--- src/rtl/alu_issue_wb.sv ---
`timescale 1ns/1ps
// Issue -> EX -> WB pipeline around an external combinational ALU: small register
// file, EX->issue forwarding, and a WB output register with downstream backpressure.
module alu_issue_wb #(
  parameter int INPUTSIZE = 4,
  parameter int REGS      = 8,
  parameter int ADDRW     = 3
) (
  input  logic                 clk,
  input  logic                 rst,
  input  logic                 in_valid,
  output logic                 in_ready,
  input  logic [3:0]           in_aluc,
  input  logic                 in_cin,
  input  logic [ADDRW-1:0]     in_rs,
  input  logic [ADDRW-1:0]     in_rt,
  input  logic [ADDRW-1:0]     in_rd,
  output logic [INPUTSIZE-1:0] alu_a,
  output logic [INPUTSIZE-1:0] alu_b,
  output logic [3:0]           alu_aluc,
  output logic                 alu_cin,
  input  logic [INPUTSIZE-1:0] alu_r,
  input  logic                 alu_zf,
  output logic                 out_valid,
  input  logic                 out_ready,
  output logic [ADDRW-1:0]     out_rd,
  output logic [INPUTSIZE-1:0] out_r,
  output logic                 out_zf,
  output logic                 out_illegal,
  input  logic [ADDRW-1:0]     dbg_addr,
  output logic [INPUTSIZE-1:0] dbg_data
);

  logic [INPUTSIZE-1:0] rf_q [REGS];

  logic                 ex_valid_q, ex_valid_d;
  logic                 ex_legal_q, ex_legal_d;
  logic [ADDRW-1:0]     ex_rd_q, ex_rd_d;
  logic [INPUTSIZE-1:0] alu_a_q, alu_a_d, alu_b_q, alu_b_d;
  logic [3:0]           alu_aluc_q, alu_aluc_d;
  logic                 alu_cin_q, alu_cin_d;
  logic                 out_valid_q, out_valid_d;
  logic [ADDRW-1:0]     out_rd_q, out_rd_d;
  logic [INPUTSIZE-1:0] out_r_q, out_r_d;
  logic                 out_zf_q, out_zf_d;
  logic                 out_illegal_q, out_illegal_d;

  logic wb_free, ex_adv, accept, wr_en, fwd_ok;
  logic [ADDRW-1:0]     src [2];
  logic [INPUTSIZE-1:0] opnd [2];

  function automatic logic is_legal(input logic [3:0] op);
    case (op)
      4'b0000, 4'b0001, 4'b0010, 4'b0110,
      4'b0111, 4'b1100, 4'b1101, 4'b1110: is_legal = 1'b1;
      default:                            is_legal = 1'b0;
    endcase
  endfunction

  assign wb_free  = !out_valid_q || out_ready;
  assign ex_adv   = ex_valid_q && wb_free;
  assign in_ready = !rst && (!ex_valid_q || ex_adv);
  assign accept   = in_valid && in_ready;
  // Illegal ops never reach the regfile, so they must not be forwarded either.
  assign fwd_ok   = ex_valid_q && ex_legal_q && (ex_rd_q != '0);
  assign wr_en    = ex_adv && ex_legal_q && (ex_rd_q != '0);

  assign src[0] = in_rs;
  assign src[1] = in_rt;

  for (genvar gi = 0; gi < 2; gi++) begin : g_opnd
    assign opnd[gi] = (src[gi] == '0)                     ? '0    :
                      (fwd_ok && (ex_rd_q == src[gi]))    ? alu_r :
                      (int'(src[gi]) >= REGS)             ? '0    : rf_q[src[gi]];
  end

  for (genvar gi = 0; gi < REGS; gi++) begin : g_rf
    always_ff @(posedge clk) begin
      if (rst) begin
        rf_q[gi] <= '0;
      end else if (wr_en && (gi != 0) && (ex_rd_q == ADDRW'(gi))) begin
        rf_q[gi] <= alu_r;
      end
    end
  end

  always_comb begin
    ex_valid_d    = ex_valid_q;
    ex_legal_d    = ex_legal_q;
    ex_rd_d       = ex_rd_q;
    alu_a_d       = alu_a_q;
    alu_b_d       = alu_b_q;
    alu_aluc_d    = alu_aluc_q;
    alu_cin_d     = alu_cin_q;
    out_valid_d   = out_valid_q;
    out_rd_d      = out_rd_q;
    out_r_d       = out_r_q;
    out_zf_d      = out_zf_q;
    out_illegal_d = out_illegal_q;
    // EX operands only change on accept, keeping the ALU output stable while stalled.
    if (accept) begin
      ex_valid_d = 1'b1;
      ex_legal_d = is_legal(in_aluc);
      ex_rd_d    = in_rd;
      alu_a_d    = opnd[0];
      alu_b_d    = opnd[1];
      alu_aluc_d = in_aluc;
      alu_cin_d  = in_cin;
    end else if (ex_adv) begin
      ex_valid_d = 1'b0;
    end
    if (ex_adv) begin
      out_valid_d   = 1'b1;
      out_rd_d      = ex_rd_q;
      out_r_d       = alu_r;
      out_zf_d      = alu_zf;
      out_illegal_d = !ex_legal_q;
    end else if (out_valid_q && out_ready) begin
      out_valid_d = 1'b0;
    end
  end

  always_ff @(posedge clk) begin
    if (rst) begin
      ex_valid_q    <= 1'b0;
      ex_legal_q    <= 1'b0;
      ex_rd_q       <= '0;
      alu_a_q       <= '0;
      alu_b_q       <= '0;
      alu_aluc_q    <= '0;
      alu_cin_q     <= 1'b0;
      out_valid_q   <= 1'b0;
      out_rd_q      <= '0;
      out_r_q       <= '0;
      out_zf_q      <= 1'b0;
      out_illegal_q <= 1'b0;
    end else begin
      ex_valid_q    <= ex_valid_d;
      ex_legal_q    <= ex_legal_d;
      ex_rd_q       <= ex_rd_d;
      alu_a_q       <= alu_a_d;
      alu_b_q       <= alu_b_d;
      alu_aluc_q    <= alu_aluc_d;
      alu_cin_q     <= alu_cin_d;
      out_valid_q   <= out_valid_d;
      out_rd_q      <= out_rd_d;
      out_r_q       <= out_r_d;
      out_zf_q      <= out_zf_d;
      out_illegal_q <= out_illegal_d;
    end
  end

  always_comb begin
    dbg_data = '0;
    if (int'(dbg_addr) < REGS) dbg_data = rf_q[dbg_addr];
  end

  assign alu_a       = alu_a_q;
  assign alu_b       = alu_b_q;
  assign alu_aluc    = alu_aluc_q;
  assign alu_cin     = alu_cin_q;
  assign out_valid   = out_valid_q;
  assign out_rd      = out_rd_q;
  assign out_r       = out_r_q;
  assign out_zf      = out_zf_q;
  assign out_illegal = out_illegal_q;

endmodule
--- config.mk ---
export PLATFORM = sky130hd
export DESIGN_NAME = alu_issue_wb
export DESIGN_NICKNAME = d
export VERILOG_FILES = /design/src/rtl/alu_issue_wb.sv
export SDC_FILE = /design/constraint.sdc
export NUM_CORES = 1
export LEC_CHECK = 0
export CORE_UTILIZATION = 50
export DETAILED_ROUTE_END_ITERATION = 7
export GPL_TIMING_DRIVEN = 0
export PLACE_DENSITY = 0.76
export SYNTH_ARGS = -nofsm -noshare
export SYNTH_HDL_FRONTEND = slang
export SYNTH_SLANG_ARGS = --single-unit
--- constraint.sdc ---
create_clock -name clk -period 4.7 [get_ports clk]
set_input_delay 0.47 -clock clk [delete_from_list [all_inputs] [get_ports clk]]
set_output_delay 0.47 -clock clk [all_outputs]
set_load 0.05 [all_outputs]
Yosys cells after proc, flatten, opt, wreduce, memory -nomap -nowiden. Memory sizes are Yosys's and may differ from the RTL's. A register that Yosys moved wholly into a read port is not among the register bits. Cells that the tools add are included.

Flip-flop bits (word level): 27. Output and inout port bits: 28. Memory bits (read-only): 16. RAM bits: 32. Input bits: 26. Logic and storage cells: 95. Memories kept: 2.

Memory list: rf_q (depth 8, width 4, rd ports 3, clocked after memory_dff 0, write ports 8, line 34) `logic [INPUTSIZE-1:0] rf_q [REGS];`; (no name shown) (depth 16, width 1, rd ports 1, clocked after memory_dff 1, write ports 0, line 53) `case (op)`.

Equal/unequal tests: 9. Reductions and logical operators: 28. Multiplexer cells: 38. Bitwise gates (word level): 7.

Operator list (count): 4-bit two-way mux (11); 1-bit two-way mux (27); 1-bit logical AND (17); 3-bit == test (second input constant) (4); 1-bit bitwise OR (7); 3-bit by 2-bit == test with 1-bit output (second input constant) (2); 3-bit == test (2); 3-bit logical NOT (2); 1-bit logical NOT (4); 2-bit nonzero test (2); 3-bit by 1-bit == test with 1-bit output (second input constant) (1); 3-bit nonzero test (1); 1-bit logical OR (2).

Depth between registers and ports, before layout.
Depth in word-level cells: 10. Mapped depth: 7. Gate-level depth less buffers: 5.

Worst setup path before layout. No wires, ideal clock.

Kind: in2out. From: input port dbg_addr[1]. To: output port dbg_data[3]. Path buffers: 1. Data arrival time: 2.234 ns. Path slack: 1.996 ns. Required time: 4.230 ns. Cell stages on the path: 4. Cell sequence: clkbuf_1 nor2b_1 a22oi_1 o21ai_0.

Longest elaborated chain between the ends: 1.

RTL lines: start, declared (line 30) `input logic [ADDRW-1:0] dbg_addr,`; memory 8 x 4 bit; end, declared (line 31) `output logic [INPUTSIZE-1:0] dbg_data`.

Every way passes these cells.

Final worst setup path. Ends and elaborated chain as after synthesis.

==> qor.yml <==
grt_use_total_pct: 23.4
synth-seq-area-share_pct: 46.2
p_int_w: 0.000727
postCtsSetupRepairBufs: 0
synthFlopType: "edfxtp_1"
clk-insertion-delay-late_ns: 0.31
post-synth-top-count-cell: "nand2_1"
core_area_sq_um: 5890
hold_class: "flip-flop to flip-flop"
grt_antenna_before_repair: 0
port_buffers: 47
dieWidth_um: 79.9
ctsRootBufferMaster: "clkbuf_8"
clkSinkCount: 56
wl_mm: 7.13
die_area_sq_um: 6390
drt_iter0_drc: 180
max_freq_ghz: 0.353
clockBufferDepth: 2
drtAntennaViolNets: 0
gr-total-overflow: 0
fin_skew_ns: 0.00771
cp.arrival_ns: 2.36
postSynthCellCount: 306
syn_to_final_growth_pct: 21.4
pwr-share-seq_pct: 52.8
critPathKind: "input port to primary output"
clockPowerShare_pct: 25.5
rsz0062_at_grt: "no"
synth_top_area_share_pct: 27.7
cp.required_ns: 4.23
synth_cell_types: 37
yosysTopAreaCell: "edfxtp_1"
ctsHtreeMaxLevel: 2
drtPass1Iterations: 4
worst_ir_drop_vdd_uv: 183
synth_area_leaders: "edfxtp_1 28%, dfxtp_1 18%, mux4_2 6.7%, nand2_1 6.1%, and2_1 4.9%"
hpwlAfterDp_mm: 5.45
finalSetupViolCount: 0
hold_violations: 0
synth_fp_nets: 332
fin_setup_tns_ns: 0
initial_utilization_pct: 51.6
p_leak_nw: 1.35
yosys-top-cells-count: "49 x nand2_1, 28 x dfxtp_1, 28 x edfxtp_1, 26 x o21ai_0, 24 x and2_1"
power.switching_w: 0.000317
met3RoutedLength_um: 422
wl_per_cell_um: 16.4
clkTransAtPathRegs_ns: 0.10
cts_resized: 0
finalCritPeriodShare_pct: 60.2
fin_util_pct: 62.6
cts_buffers: 5
via_per_inst: 5.67
ys_ff_latch: 56
max-cap-violations: 0
vias: 2471
first_global_vias: 2252
cp-start-kind: "input port"
async_reset_ff_share_pct: 0
diodes: 0
endpoint_kind: "primary output"
power_density_nw_per_um2: 283
topRoutingLayerUsed: "met4"
pin_count: 54
yosysWarnings: 0
switching_share_pct: 30.3
rows: 28
tightest_slew_ns: 0.623
drive_gt1_share_pct: 11.1
grt_max_degree: 18
syn_area_sq_um: 3040
relSlewSlack_pct: 58.1
met2_length_mm: 3.35
cts_hold_buf: 0
slew_viol_final: 0
die_height_um: 79.9
status: "finished clean"
drc: 0
final_nets: 386
wl_met1_mm: 3.10
grt_pass1_wl_mm: 11.1
tritoncts: "done"
min_period_ns: 2.83
gp_congestion: 0.890
avgSynthCellArea_sq_um: 9.92
crit_path_max_fanout: 9
power_frac_comb_pct: 21.7
synth-edff-count: 28
cell families after synthesis:
family          Yosys count  share of synthesized area [%]
simple gates            112                           18.3
compound gates           67                           13.9
flops                    56                           46.2
mux                      36                           16.1
buf+inv                  31                           4.41
xor+xnor                  4                           1.15
cell usage in the layout (no fill, tap or decap), types with 2 or more instances in the layout:
cell             count
nand2b_1             2
nand3_1              2
nand2_1             49
nor2_1               9
clkbuf_1            13
nor3_1               7
a21oi_1             19
and2_1              24
inv_1               10
mux2_2              12
dfxtp_1             28
o21ai_0             26
a22oi_1              3
and3b_1              2
clkbuf_8             5
buf_2                5
o31ai_1              3
nor2b_1              6
and3_1               2
xnor2_1              4
mux2i_1             15
mux4_2               9
nor4_1               5
clkdlybuf4s50_1     47
a221oi_1             9
edfxtp_1            28
o2111ai_2            2
state kept, by name, summed over array words and instances (netlist names):
name         cells
alu_a            4
alu_aluc         4
alu_b            4
alu_cin          1
ex_legal_q       1
ex_rd_q          3
ex_valid_q       1
out_illegal      1
out_r            4
out_rd           3
out_valid        1
out_zf           1
rf_q            28
final cells by class:
cell class	instances	area [sq um]
sequential	56	1400
inverter	10	37.5
multi-input combinational	219	1500
tap	75	93.8
buffer	21	96.3
timing repair buffer	47	470
fill	488	2200
clock inverter	3	17.5
clock buffer	5	68.8
power groups by stage:
stage          registers, W  logic (W)  clock network, W
2_1_floorplan      0.000599   0.000109                 0
3_3_place_gp       0.000561   0.000223                 0
5_1_grt            0.000554   0.000242          0.000289
3_5_place_dp       0.000562   0.000226                 0
6_report           0.000551   0.000227          0.000266
4_1_cts            0.000551   0.000226          0.000268
critical path: stages:
cell	delay, ns
clkbuf_1	0.36
nor2b_1	0.34
a22oi_1	0.13
o21ai_0	0.20
clkdlybuf4s50_1	0.85
through the flow:
stage / total power (W) / worst slack, ns / cells / hold slack (ns) / area, sq um
2_1_floorplan: 0.000707 / 2.00 / 306 / 0.488 / 3040
3_3_place_gp: 0.000784 / 1.85 / 428 / 0.435 / 3600
3_5_place_dp: 0.000788 / 1.87 / 428 / 0.445 / 3600
4_1_cts: 0.00105 / 1.87 / 436 / 0.459 / 3690
5_1_grt: 0.00108 / 1.81 / 436 / 0.471 / 3690
6_report: 0.00104 / 1.87 / 436 / 0.459 / 3690
routing by layer:
layer,vias to the layer above,global-route usage [%]
li1,1211,-
met2,90,36.1
met3,24,4.80
met5,-,0
met1,1146,30.5
met4,0,12.9
worst paths after layout:
check,slack (ns),start,endpoint,cells after the start
max,1.87,dbg_addr[1],dbg_data[3],5
min,0.46,out_zf$_SDFFE_PP0P_,out_zf$_SDFFE_PP0P_,2
max reg2reg,2.50,ex_valid_q$_SDFFE_PP0P_,rf_q[4][2]$_SDFFCE_PN0P_,4
min reg2reg,0.46,out_zf$_SDFFE_PP0P_,out_zf$_SDFFE_PP0P_,2
Note: power is estimated with default switching activity, not from simulation.
